### src/rtl/instr_sequencer.sv
`default_nettype none
// ============================================================================
//  Module      : instr_sequencer
//  Description : Four-state instruction sequencer (IDLE/DECODE/EXECUTE/
//                WRITEBACK). Accepts one instruction word per handshake,
//                latches its opcode and register fields, drives datapath
//                mux selects, and pulses the execute and memory-write
//                strobes. It also counts retired instructions.
//                Optional feature macro: ILLEGAL_OP_TRAP_EN. When it is
//                defined, opcodes with the MSB set that are not one of the
//                four memory ops raise IllegalOp instead of executing.
//  Revision    : 1.0 - initial release
// ============================================================================
module instr_sequencer #(
    parameter int INSTR_W = 32,
    parameter int OP_W    = 5,
    parameter int REG_W   = 13,
    parameter int CNT_W   = 16
) (
    input  logic               Clk,
    input  logic               Reset,
    input  logic               InstrValid,
    input  logic [INSTR_W-1:0] Instruction,
    output logic               InstrReady,
    output logic [OP_W-1:0]    ALUOpCode,
    output logic [REG_W-1:0]   RegA,
    output logic [REG_W-1:0]   RegB,
    output logic               RegBMemMux,
    output logic               RegARegCMux,
    output logic               RegCMemOutMux,
    output logic               MemWrite,
    output logic               ExecValid,
    output logic               IllegalOp,
    output logic [CNT_W-1:0]   InstrCount
);

    localparam logic [1:0] S_IDLE      = 2'd0;
    localparam logic [1:0] S_DECODE    = 2'd1;
    localparam logic [1:0] S_EXECUTE   = 2'd2;
    localparam logic [1:0] S_WRITEBACK = 2'd3;

    // Field positions, counted down from the instruction MSB
    localparam int OP_MSB = INSTR_W - 1;
    localparam int RA_MSB = INSTR_W - OP_W - 1;
    localparam int RB_MSB = INSTR_W - OP_W - REG_W - 1;

    // Opcode bits between the MSB and the low one-hot nibble (empty when OP_W is 5)
    localparam logic [OP_W-1:0] MID_MASK = OP_W'((1 << (OP_W - 5)) - 1);

    logic [1:0]       state_q, state_d;
    logic [OP_W-1:0]  op_q, op_d;
    logic [REG_W-1:0] rega_q, rega_d;
    logic [REG_W-1:0] regb_q, regb_d;
    logic [CNT_W-1:0] count_q, count_d;

    logic accept;
    logic busy;
    logic nibble_one_hot;
    logic mid_zero;
    logic is_mem_op;
    logic is_mem_add_sub;
    logic is_mem_display;
    logic is_mem_clear;
    logic illegal_class;
    logic retire;

    // Low instruction bits below RegB carry no meaning; fold them away
    logic unused_instr_bits;
    assign unused_instr_bits = ^Instruction;

    assign accept = (state_q == S_IDLE) && InstrValid;
    assign busy   = (state_q != S_IDLE);

    // Memory-op classification works on the latched opcode
    assign nibble_one_hot = (op_q[3:0] == 4'b0001) || (op_q[3:0] == 4'b0010) ||
                            (op_q[3:0] == 4'b0100) || (op_q[3:0] == 4'b1000);
    assign mid_zero       = (((op_q >> 4) & MID_MASK) == '0);
    assign is_mem_op      = op_q[OP_W-1] && mid_zero && nibble_one_hot;
    assign is_mem_add_sub = is_mem_op && (op_q[0] || op_q[1]);
    assign is_mem_display = is_mem_op && op_q[2];
    assign is_mem_clear   = is_mem_op && op_q[3];

`ifdef ILLEGAL_OP_TRAP_EN
    assign illegal_class = op_q[OP_W-1] && !is_mem_op;
`else
    assign illegal_class = 1'b0;
`endif

    // An instruction retires only when it actually executes
    assign retire = (state_q == S_EXECUTE) && !illegal_class;

    // State register; reset drops any in-flight instruction
    always_ff @(posedge Clk or posedge Reset) begin
        if (Reset) begin
            state_q <= S_IDLE;
        end else begin
            state_q <= state_d;
        end
    end

    // Next-state sequencing: memory ops take the extra writeback cycle
    always_comb begin
        state_d = state_q;
        case (state_q)
            S_IDLE:      if (InstrValid) state_d = S_DECODE;
            S_DECODE:    state_d = S_EXECUTE;
            S_EXECUTE:   state_d = is_mem_op ? S_WRITEBACK : S_IDLE;
            S_WRITEBACK: state_d = S_IDLE;
            default:     state_d = S_IDLE;
        endcase
    end

    // Strobes and mux selects decoded from the current state
    always_comb begin
        InstrReady    = (state_q == S_IDLE);
        RegBMemMux    = busy && is_mem_add_sub;
        RegARegCMux   = busy && is_mem_display;
        RegCMemOutMux = busy && is_mem_clear;
        ExecValid     = (state_q == S_EXECUTE) && !illegal_class;
        IllegalOp     = (state_q == S_EXECUTE) && illegal_class;
        MemWrite      = (state_q == S_WRITEBACK);
    end

    // Field capture on accept and retired-instruction counting
    always_comb begin
        op_d    = op_q;
        rega_d  = rega_q;
        regb_d  = regb_q;
        count_d = count_q;
        if (accept) begin
            op_d   = Instruction[OP_MSB -: OP_W];
            rega_d = Instruction[RA_MSB -: REG_W];
            regb_d = Instruction[RB_MSB -: REG_W];
        end
        if (retire) begin
            count_d = count_q + CNT_W'(1);
        end
    end

    // Datapath registers
    always_ff @(posedge Clk or posedge Reset) begin
        if (Reset) begin
            op_q    <= '0;
            rega_q  <= '0;
            regb_q  <= '0;
            count_q <= '0;
        end else begin
            op_q    <= op_d;
            rega_q  <= rega_d;
            regb_q  <= regb_d;
            count_q <= count_d;
        end
    end

    assign ALUOpCode  = op_q;
    assign RegA       = rega_q;
    assign RegB       = regb_q;
    assign InstrCount = count_q;

endmodule
`default_nettype wire

### config.mk
export PLATFORM = sky130hd
export DESIGN_NAME = instr_sequencer
export DESIGN_NICKNAME = d
export VERILOG_FILES = /design/src/rtl/instr_sequencer.sv
export SDC_FILE = /design/constraint.sdc
export NUM_CORES = 1
export LEC_CHECK = 0
export ABC_AREA = 0
export BUFFER_PORTS_ARGS = -buffer_cell sky130_fd_sc_hd__buf_4
export CAP_MARGIN = 30
export CORE_MARGIN = 3
export CORE_UTILIZATION = 45
export CTS_BUF_LIST = sky130_fd_sc_hd__clkbuf_2 sky130_fd_sc_hd__clkbuf_4 sky130_fd_sc_hd__clkbuf_8
export DETAILED_ROUTE_END_ITERATION = 8
export PLACE_DENSITY = 0.76
export SLEW_MARGIN = 0
export SYNTH_ARGS = -nofsm -noshare
export SYNTH_HDL_FRONTEND = slang
export SYNTH_SLANG_ARGS = --single-unit
export TNS_END_PERCENT = 5
### constraint.sdc
create_clock -name Clk -period 2.1 [get_ports Clk]
set_clock_uncertainty 0.05 [all_clocks]
set_input_delay 0.525 -clock Clk [delete_from_list [all_inputs] [get_ports Clk]]
set_output_delay 0.525 -clock Clk [all_outputs]
set_load 0.005 [all_outputs]
* Word level (Yosys, flattened, before mapping)
Index checks and enable logic that the tools add are counted.
Word-level totals: register bits after elaboration 49
Operators by class: $add $sub $neg 1, equality and inequality tests 8, reductions and logical operators 14, muxes and demuxes 3
Operator list (number):
- $add A16 B1 Y16 const B | 1
- $logic_and A1 B1 Y1 | 8
- $pmux W2 S4 | 1
- $eq A2 B2 Y1 const B | 2
- $eq A4 B1 Y1 const B | 1
- $eq A4 B2 Y1 const B | 1
- $eq A4 B3 Y1 const B | 1
- $eq A4 B4 Y1 const B | 1
- $logic_or A1 B1 Y1 | 4
- $mux W2 | 2
- $eq A2 B1 Y1 const B | 1
- $logic_not A2 Y1 | 1
- $ne A2 B2 Y1 const B | 1
- $reduce_bool A2 Y1 | 1

* Longest topological paths before layout
Gate-level depths: netlist of the first run.
word-level depth 7, mapped depth 5

* Least setup slack after synthesis of the first run
OpenSTA, ideal clock, no wires.
path type register to output, start point reg op_q[3] (netlist: ALUOpCode[3]), end point out RegARegCMux, cell stages (with the launch flop) 5, path buffers 0, data arrival time 1194 ps, setup slack 331 ps, required time 1525 ps, cells stage by stage dfrtp_1 -> or2_2 -> a21oi_1 -> o21ai_0 -> nor3b_1
Between the ends: longest elaborated chain between the ends 7
RTL lines:
- from (decl) | line 51 | logic [OP_W-1:0] op_q, op_d;
- from (signal assigned) | line 148 | op_q <= op_d;
- $eq A4 B1 Y1 / $eq A4 B2 Y1 (equally long branches) | line 75 | assign nibble_one_hot = (op_q[3:0] == 4'b0001) || (op_q[3:0] == 4'b0010) ||
- $logic_or A1 B1 Y1 (2 in series) | line 75
- $logic_or A1 B1 Y1 (*) | line 76 | (op_q[3:0] == 4'b0100) || (op_q[3:0] == 4'b1000);
- $logic_and A1 B1 Y1 (*) | line 78 | assign is_mem_op = op_q[OP_W-1] && mid_zero && nibble_one_hot;
- $logic_and A1 B1 Y1 (*) | line 80 | assign is_mem_display = is_mem_op && op_q[2];
- $logic_and A1 B1 Y1 (*) | line 117 | RegARegCMux = busy && is_mem_display;
- to (decl) | line 29 | output logic RegARegCMux,
Every way passes the cells marked *; elsewhere a longest branch is shown, timed or not.

* Worst setup path in the final report of the first run
start point reg op_q[2] (netlist: ALUOpCode[2]), end point out RegCMemOutMux
Between the ends: longest elaborated chain between the ends 7
RTL lines:
- $eq A4 B1 Y1 / $eq A4 B2 Y1 (equally long branches) | line 75
- $logic_or A1 B1 Y1 (2 in series) | line 75
- $logic_or A1 B1 Y1 (*) | line 76
- $logic_and A1 B1 Y1 (*) | line 78
- $logic_and A1 B1 Y1 (*) | line 81 | assign is_mem_clear = is_mem_op && op_q[3];
- $logic_and A1 B1 Y1 (*) | line 118 | RegCMemOutMux = busy && is_mem_clear;
- to (decl) | line 30 | output logic RegCMemOutMux,
Marks and branches as above.

==> metrics.csv, run 1 <==
stage;metric;value;unit
global_route;grt_max_degree;27;
synthesis;yosysSeqAreaShare;59.9;%
clock_network;htreeDepth;2;
timing;fin_crit_sh;99.1;%
layout;postLayoutCoreUtil;70.1;%
timing;setup_violations;0;
layout;final_cell_count_no_fill;296;
drt;wl;4430;um
critical_path;arrival;1.51;ns
placed_design;dp.cells;284;
layout;final_cell_mix;91 x buf_4, 49 x dfrtp_1, 25 x mux2_2;
clock_network;cts_inserted_buffers;5;
synthesis;ys_warn_count;0;
drt;vias;1483;
synthesis;synth_cells;150;
layout;synthToLayoutAreaGrowth;43.9;%
critical_path;required;1.52;ns
critical_path;startpoint;ALUOpCode[2];
timing;maxSlewViolCount;0;
layout;antenna_cells;0;
timing;fmax;480;MHz
worst_hold_path;hold_path.class;primary input to async pin;
global_route;grt_use_total;17.1;%
critical_path;path_class;register to output pin;
drt;vias_per_cell;5.01;
critical_path;r2r_end;RegA[8];
global_route;antenna_found_initial;0;
layout;nets;282;
power;ir_worst_vdd;0.730;mV
global_route;grt_pass1_wl;7090;um
floorplanning;io_pins;89;
clock_network;clock_path_buffers;2;
clock_network;cts_tree;done;
outcome;outcome;completed;
global_route;grt_overflow_total;0;
floorplanning;core;4200;sq um
drt;drc_errors;0;
synthesis;ys_seq_elements;49;
timing;final_hold_viol_count;0;
floorplanning;die_h;73.4;um
timing;setup_ws;0.0182;ns
placed_design;pre_cts_ws;0.142;ns
critical_path;cp_cell_sequence;buf_6 > xnor2_4 > nor3_2 > o21ai_2 > nor3b_2 > buf_4;
power;powerDensity;1270;nW/um^2
clock_network;cts_root_buf;clkbuf_8;
placed_design;port_buffers;86;
placed_design;place_hpwl;3310;um
run;cap_violations;0;
critical_path;worstSetupEndpoint;RegCMemOutMux;
floorplanning;fp-row-count;23;
timing;rsz0062_at_grt;yes;
drt;avgRoutedWirePerCell;15.0;um
synthesis;synthDistinctLibCells;29;
synthesis;synth_nets;186;
critical_path;reg2reg_slack;0.32;ns
clock_network;cts.clk_slew.worst_paths;0.08;ns
floorplanning;dieArea;5390;sq um
critical_path;rr_worst_depth;4;
clock_network;clkLatencyLatePin;0.29;ns
synthesis;synth_area_per_cell;13.6;sq um
floorplanning;start_util;48.7;%
critical_path;cp_slowest_cell;dfrtp_1;
layout;final_common_cell;buf_4;
critical_path;start_kind;register;
timing;worst_pin_slew;0.521;ns
drt;antenna_left;0;
floorplanning;die_w;73.4;um
placed_design;place.gp.congestion;0.791;
drt;drtIter0Drc;33;
critical_path;timing.rr.start;state_q[1];
layout;nFillCells;329;
clock_network;cts_sinks;49;
critical_path;cp-end-kind;output pin;
timing;max_slew_margin;65.2;%
power;power_leakage;1.42;nW
critical_path;cp_max_fo;4;
drt;drt-pass1-iter-count;4;
global_route;first_global_vias;1526;
critical_path;slowest_delay;0.43;ns
synthesis;synthesis.area;2050;sq um
layout;drive_above_1_share;55.7;%
timing;min_period;2.08;ns
==> power breakdown <==
part / switching, mW / internal [mW]
Combinational: 0.577 / 1.02
Clock: 0.289 / 0.275
Sequential: 0.276 / 1.31
Total: 1.14 / 2.61
==> what timing repair did <==
action	CTS	global route
pin swaps	3	3
setup endpoints to repair	2	2
setup buffers	5	0
hold buffers	0	0
gates resized for setup	8	2
endpoints found under the hold margin	0	0
==> area by class of cell <==
type                    count  area, sq um  share of cell area (%)
flip-flops and latches     49         1230                    41.6
multi-input cells          93          820                    27.8
repair buffers             94          734                    24.9
clock buffers               7         90.1                    3.06
well taps                  50         62.6                    2.12
inverters                   3         11.3                   0.382
==> how the worst min path moves through the flow <==
stage                   start  cells past startpoint             end  slack (ns)
2_1_floorplan  InstrCount[15]                      1  InstrCount[15]        0.42
3_3_place_gp   InstrCount[15]                      1  InstrCount[15]        0.41
3_5_place_dp   InstrCount[15]                      1  InstrCount[15]        0.42
4_1_cts                 Reset                      2  InstrCount[10]        0.23
5_1_grt                 Reset                      2  InstrCount[10]        0.25
6_report                Reset                      2   InstrCount[5]        0.21
==> cell families after synthesis <==
family                     count (synthesis)  synth area share, %
AOI/OAI and AO/OA                          6                 1.71
xor gates and xnor gates                  16                 6.85
adders and majority gates                  1                0.612
buffers and inverters                      8                 2.14
DFF                                       49                 59.9
muxes                                     31                 17.1
other                                      1                0.183
and+or+nand+nor                           38                 11.5
==> synth_stat cells <==
cell type   n  area share, %
nor4_2      1           0.61
dfrtp_1    49             60
o21bai_1    1           0.37
nand2b_1    3           0.92
buf_4       3            1.1
or2_2       1           0.31
and2_1      2           0.61
buf_2       2           0.49
a211oi_1    1           0.37
ha_1        1           0.61
or3b_1      1           0.43
and3_1      1           0.31
xnor2_1    11            4.7
o21ai_0     3           0.73
nand4b_1    1           0.43
nand4_1     3           0.92
nor3b_1     3            1.1
nand3_1     5            1.2
a21oi_1     1           0.24
xor2_1      5            2.1
mux2_1      6            3.3
mux2_2     25             14
conb_1      1           0.18
nand2_1     9            1.7
nor2_1      3           0.55
nor3_1      3           0.73
nand2b_4    1           0.67
nor4_4      1            1.0
inv_1       3           0.55
==> per-stage QoR <==
stage	TNS, ns	area (sq um)	hold WS (ns)	power [mW]
floorplan	0	2050	0.418	2.23
global placement	0	2770	0.413	2.99
detailed placement	0	2770	0.416	3.04
CTS	-0.0778	2930	0.227	3.75
global route	-0.165	2940	0.249	4.00
finish	0	2940	0.215	3.75
==> per-layer routing <==
layer	vias to the layer above	GRT usage, %	share of wire (%)
li1	704	-	-
met1	714	20.1	40
met2	61	28.0	48
met3	4	8.34	11
met4	0	4.23	0.65
met5	-	0	0
==> flip-flops by register name, summed over array words and instances (netlist names) <==
name        flops
ALUOpCode       5
InstrCount     16
RegA           13
RegB           13
state_q         2
==> critical path: cells and delay by family, from the launching register on <==
family / cells / cell delay [ns]
DFF: 1 / 0.43
and+or+nand+nor: 2 / 0.29
buffers and inverters: 2 / 0.28
xor gates and xnor gates: 1 / 0.12
AOI/OAI and AO/OA: 1 / 0.10
Power figures use the tool's default switching activity.
==> run 2: changes to the inputs <==
--- a/config.mk
+++ b/config.mk
@@ -9,11 +9,9 @@
 export BUFFER_PORTS_ARGS = -buffer_cell sky130_fd_sc_hd__buf_4
 export CAP_MARGIN = 30
 export CORE_MARGIN = 3
-export CORE_UTILIZATION = 45
+export CORE_UTILIZATION = 30
 export CTS_BUF_LIST = sky130_fd_sc_hd__clkbuf_2 sky130_fd_sc_hd__clkbuf_4 sky130_fd_sc_hd__clkbuf_8
 export DETAILED_ROUTE_END_ITERATION = 8
-export PLACE_DENSITY = 0.76
-export SLEW_MARGIN = 0
 export SYNTH_ARGS = -nofsm -noshare
 export SYNTH_HDL_FRONTEND = slang
 export SYNTH_SLANG_ARGS = --single-unit
==> metrics.csv, run 2 (synthesized netlist as in run 1, its figures left out) <==
stage;metric;value;unit;change
floorplanning;die_h;88.6;um;+21%
layout;synthToLayoutAreaGrowth;46.7;%;
drt;vias;1481;;-0.13%
global_route;grt_max_degree;29;;+7.4%
layout;drive_above_1_share;56.6;%;+0.88 points
timing;min_period;2.07;ns;-0.00859 ns
placed_design;pre_cts_ws;0.0766;ns;-0.0653 ns
outcome;outcome;completed;;
timing;fmax;482;MHz;+0.41%
layout;largest_reg_flops;16;;unchanged
placed_design;place.gp.congestion;0.709;;-10%
floorplanning;io_pins;89;;unchanged
layout;nFillCells;607;;+84%
worst_hold_path;hold_path.class;primary input to async pin;;
clock_network;cts_tree;done;;
drt;wl;4330;um;-2.3%
clock_network;cts_sinks;49;;unchanged
placed_design;dp.cells;311;;+9.5%
power;power_leakage;1.44;nW;+1.5%
critical_path;cp_slowest_cell;dfrtp_1;;
layout;final_cell_count_no_fill;328;;+11%
timing;setup_tns;0;ns;unchanged
run;cap_violations;0;;unchanged
power;seq_power_share;41.9;%;-0.4 points
timing;setup_violations;0;;unchanged
power;ir_worst_vdd;0.551;mV;-25%
clock_network;clkLatencyLatePin;0.29;ns;about the same
drt;drt-pass1-iter-count;4;;unchanged
drt;drtIter0Drc;36;;+9.1%
power;combPwrFrac;43.2;%;+0.5 points
global_route;grt_use_total;11.3;%;-5.8 points
timing;fin_crit_sh;98.7;%;-0.41 points
layout;final_cell_mix;94 x buf_4, 49 x dfrtp_1, 25 x mux2_2;;
drt;antenna_left;0;;unchanged
timing;setup_ws;0.0268;ns;+0.00859 ns
floorplanning;start_util;31.5;%;-17 points
placed_design;place_hpwl;3210;um;-2.9%
critical_path;cp_cell_sequence;nand2b_1 > a21oi_2 > o21ai_2 > nor3b_2 > buf_4;;
timing;final_hold_viol_count;0;;unchanged
floorplanning;core;6490;sq um;+55%
clock_network;cts_hold_buf;0;;unchanged
placed_design;port_buffers;86;;unchanged
power;finalPower;3.75;mW;about the same
global_route;grt_overflow_total;0;;unchanged
layout;antenna_cells;0;;unchanged
critical_path;path_class;register to output pin;;
timing;holdWs;0.206;ns;-0.00907 ns
clock_network;cts.clk_slew.worst_paths;0.08;ns;about the same
critical_path;cp_max_fo;5;;+1
drt;vias_per_cell;4.52;;-9.9%
critical_path;required;1.52;ns;about the same
timing;maxSlewViolCount;0;;unchanged
clock_network;htreeDepth;2;;unchanged
global_route;antenna_found_initial;0;;unchanged
power;netSwitchingPower;1.11;mW;-2.7%
clock_network;cts_inserted_buffers;5;;unchanged
power;p_sw_share;29.6;%;-0.83 points
timing;rsz0062_at_grt;yes;;
power;power.internal;2.64;mW;+1.2%
clock_network;clock_path_buffers;2;;unchanged
clock_network;cts_root_buf;clkbuf_8;;
floorplanning;dieArea;7850;sq um;+46%
critical_path;start_kind;register;;
layout;final_common_cell;buf_4;;
power;power_frac_clock;14.9;%;about the same
drt;drc_errors;0;;unchanged
critical_path;arrival;1.50;ns;about the same
global_route;first_global_vias;1479;;-3.1%
floorplanning;fp-row-count;29;;+26%
critical_path;cp-end-kind;output pin;;
drt;avgRoutedWirePerCell;13.2;um;-12%
critical_path;slowest_delay;0.43;ns;about the same
floorplanning;die_w;88.6;um;+21%
global_route;grt_pass1_wl;6870;um;-3.0%
power;powerDensity;1250;nW/um^2;-1.9%
layout;nets;286;;+1.4%
run 2: changes by cell type in the layout (fill, tap and decap cells not counted):
cell,change
xnor2_2,+1
buf_6,+1
buf_4,+3
clkbuf_4,+2
clkbuf_8,-1
xnor2_4,-1
run 2: per-stage QoR:
stage | cell area, sq um | utilization, %
final | 3000 | 46.2
after global routing | 3000 | 46.2
after CTS | 2980 | 45.8
after detailed placement | 2800 | 43.2
after global placement | 2800 | 43.2
after floorplan | 2050 | -
run 2: path summary, 6_finish.rpt:
path | from | to | slack, ns | depth (start not counted)
setup / recovery | ALUOpCode[0] | RegARegCMux | 0.03 | 5
hold / removal | Reset | RegB[2] | 0.21 | 2
setup reg to reg | state_q[1] | RegB[8] | 0.36 | 4
hold reg to reg | InstrCount[15] | InstrCount[15] | 0.43 | 1
max in group asynchronous | Reset | ALUOpCode[1] | 1.28 | 3
min in group Clk | Instruction[16] | RegA[2] | 0.39 | 2
run 2: what timing repair did:
action                     4_1_cts  5_1_grt
resized for setup                9        1
setup buffers                    6        3
hold endpoints to repair         0        0
setup endpoints to repair        2        2
pin swaps                        3        4
run 2: routing by layer:
metal  track usage (%)  share of wire [%]  up-vias
met5                 0                  0        -
met4              4.12               0.88        0
met3              4.00                8.2        4
met2              18.5                 48       61
met1              13.7                 43      705
li1                  -                  -      711
run 2: worst max-delay path: cells and delay by family (launching register included):
| kind | cells | cell delay [ns] |
|---|---|---|
| AOI/OAI and AO/OA | 2 | 0.26 |
| buffers and inverters | 1 | 0.13 |
| DFF | 1 | 0.43 |
| and+or+nand+nor | 2 | 0.38 |
run 2: area by class of cell:
class / count / area, sq um / area share, %
well taps: 77 / 96.3 / 3.21
inverters: 3 / 11.3 / 0.375
flip-flops and latches: 49 / 1230 / 40.9
repair buffers: 98 / 768 / 25.6
multi-input cells: 93 / 808 / 26.9
clock buffers: 8 / 91.3 / 3.04
run 2: power by group through the flow:
| stage | Sequential (mW) | Clock, mW | Combinational [mW] |
|---|---|---|---|
| 2_1_floorplan | 1.59 | 0 | 0.637 |
| 3_3_place_gp | 1.58 | 0 | 1.41 |
| 3_5_place_dp | 1.60 | 0 | 1.43 |
| 4_1_cts | 1.58 | 0.591 | 1.60 |
| 5_1_grt | 1.63 | 0.629 | 1.78 |
| 6_report | 1.57 | 0.558 | 1.62 |
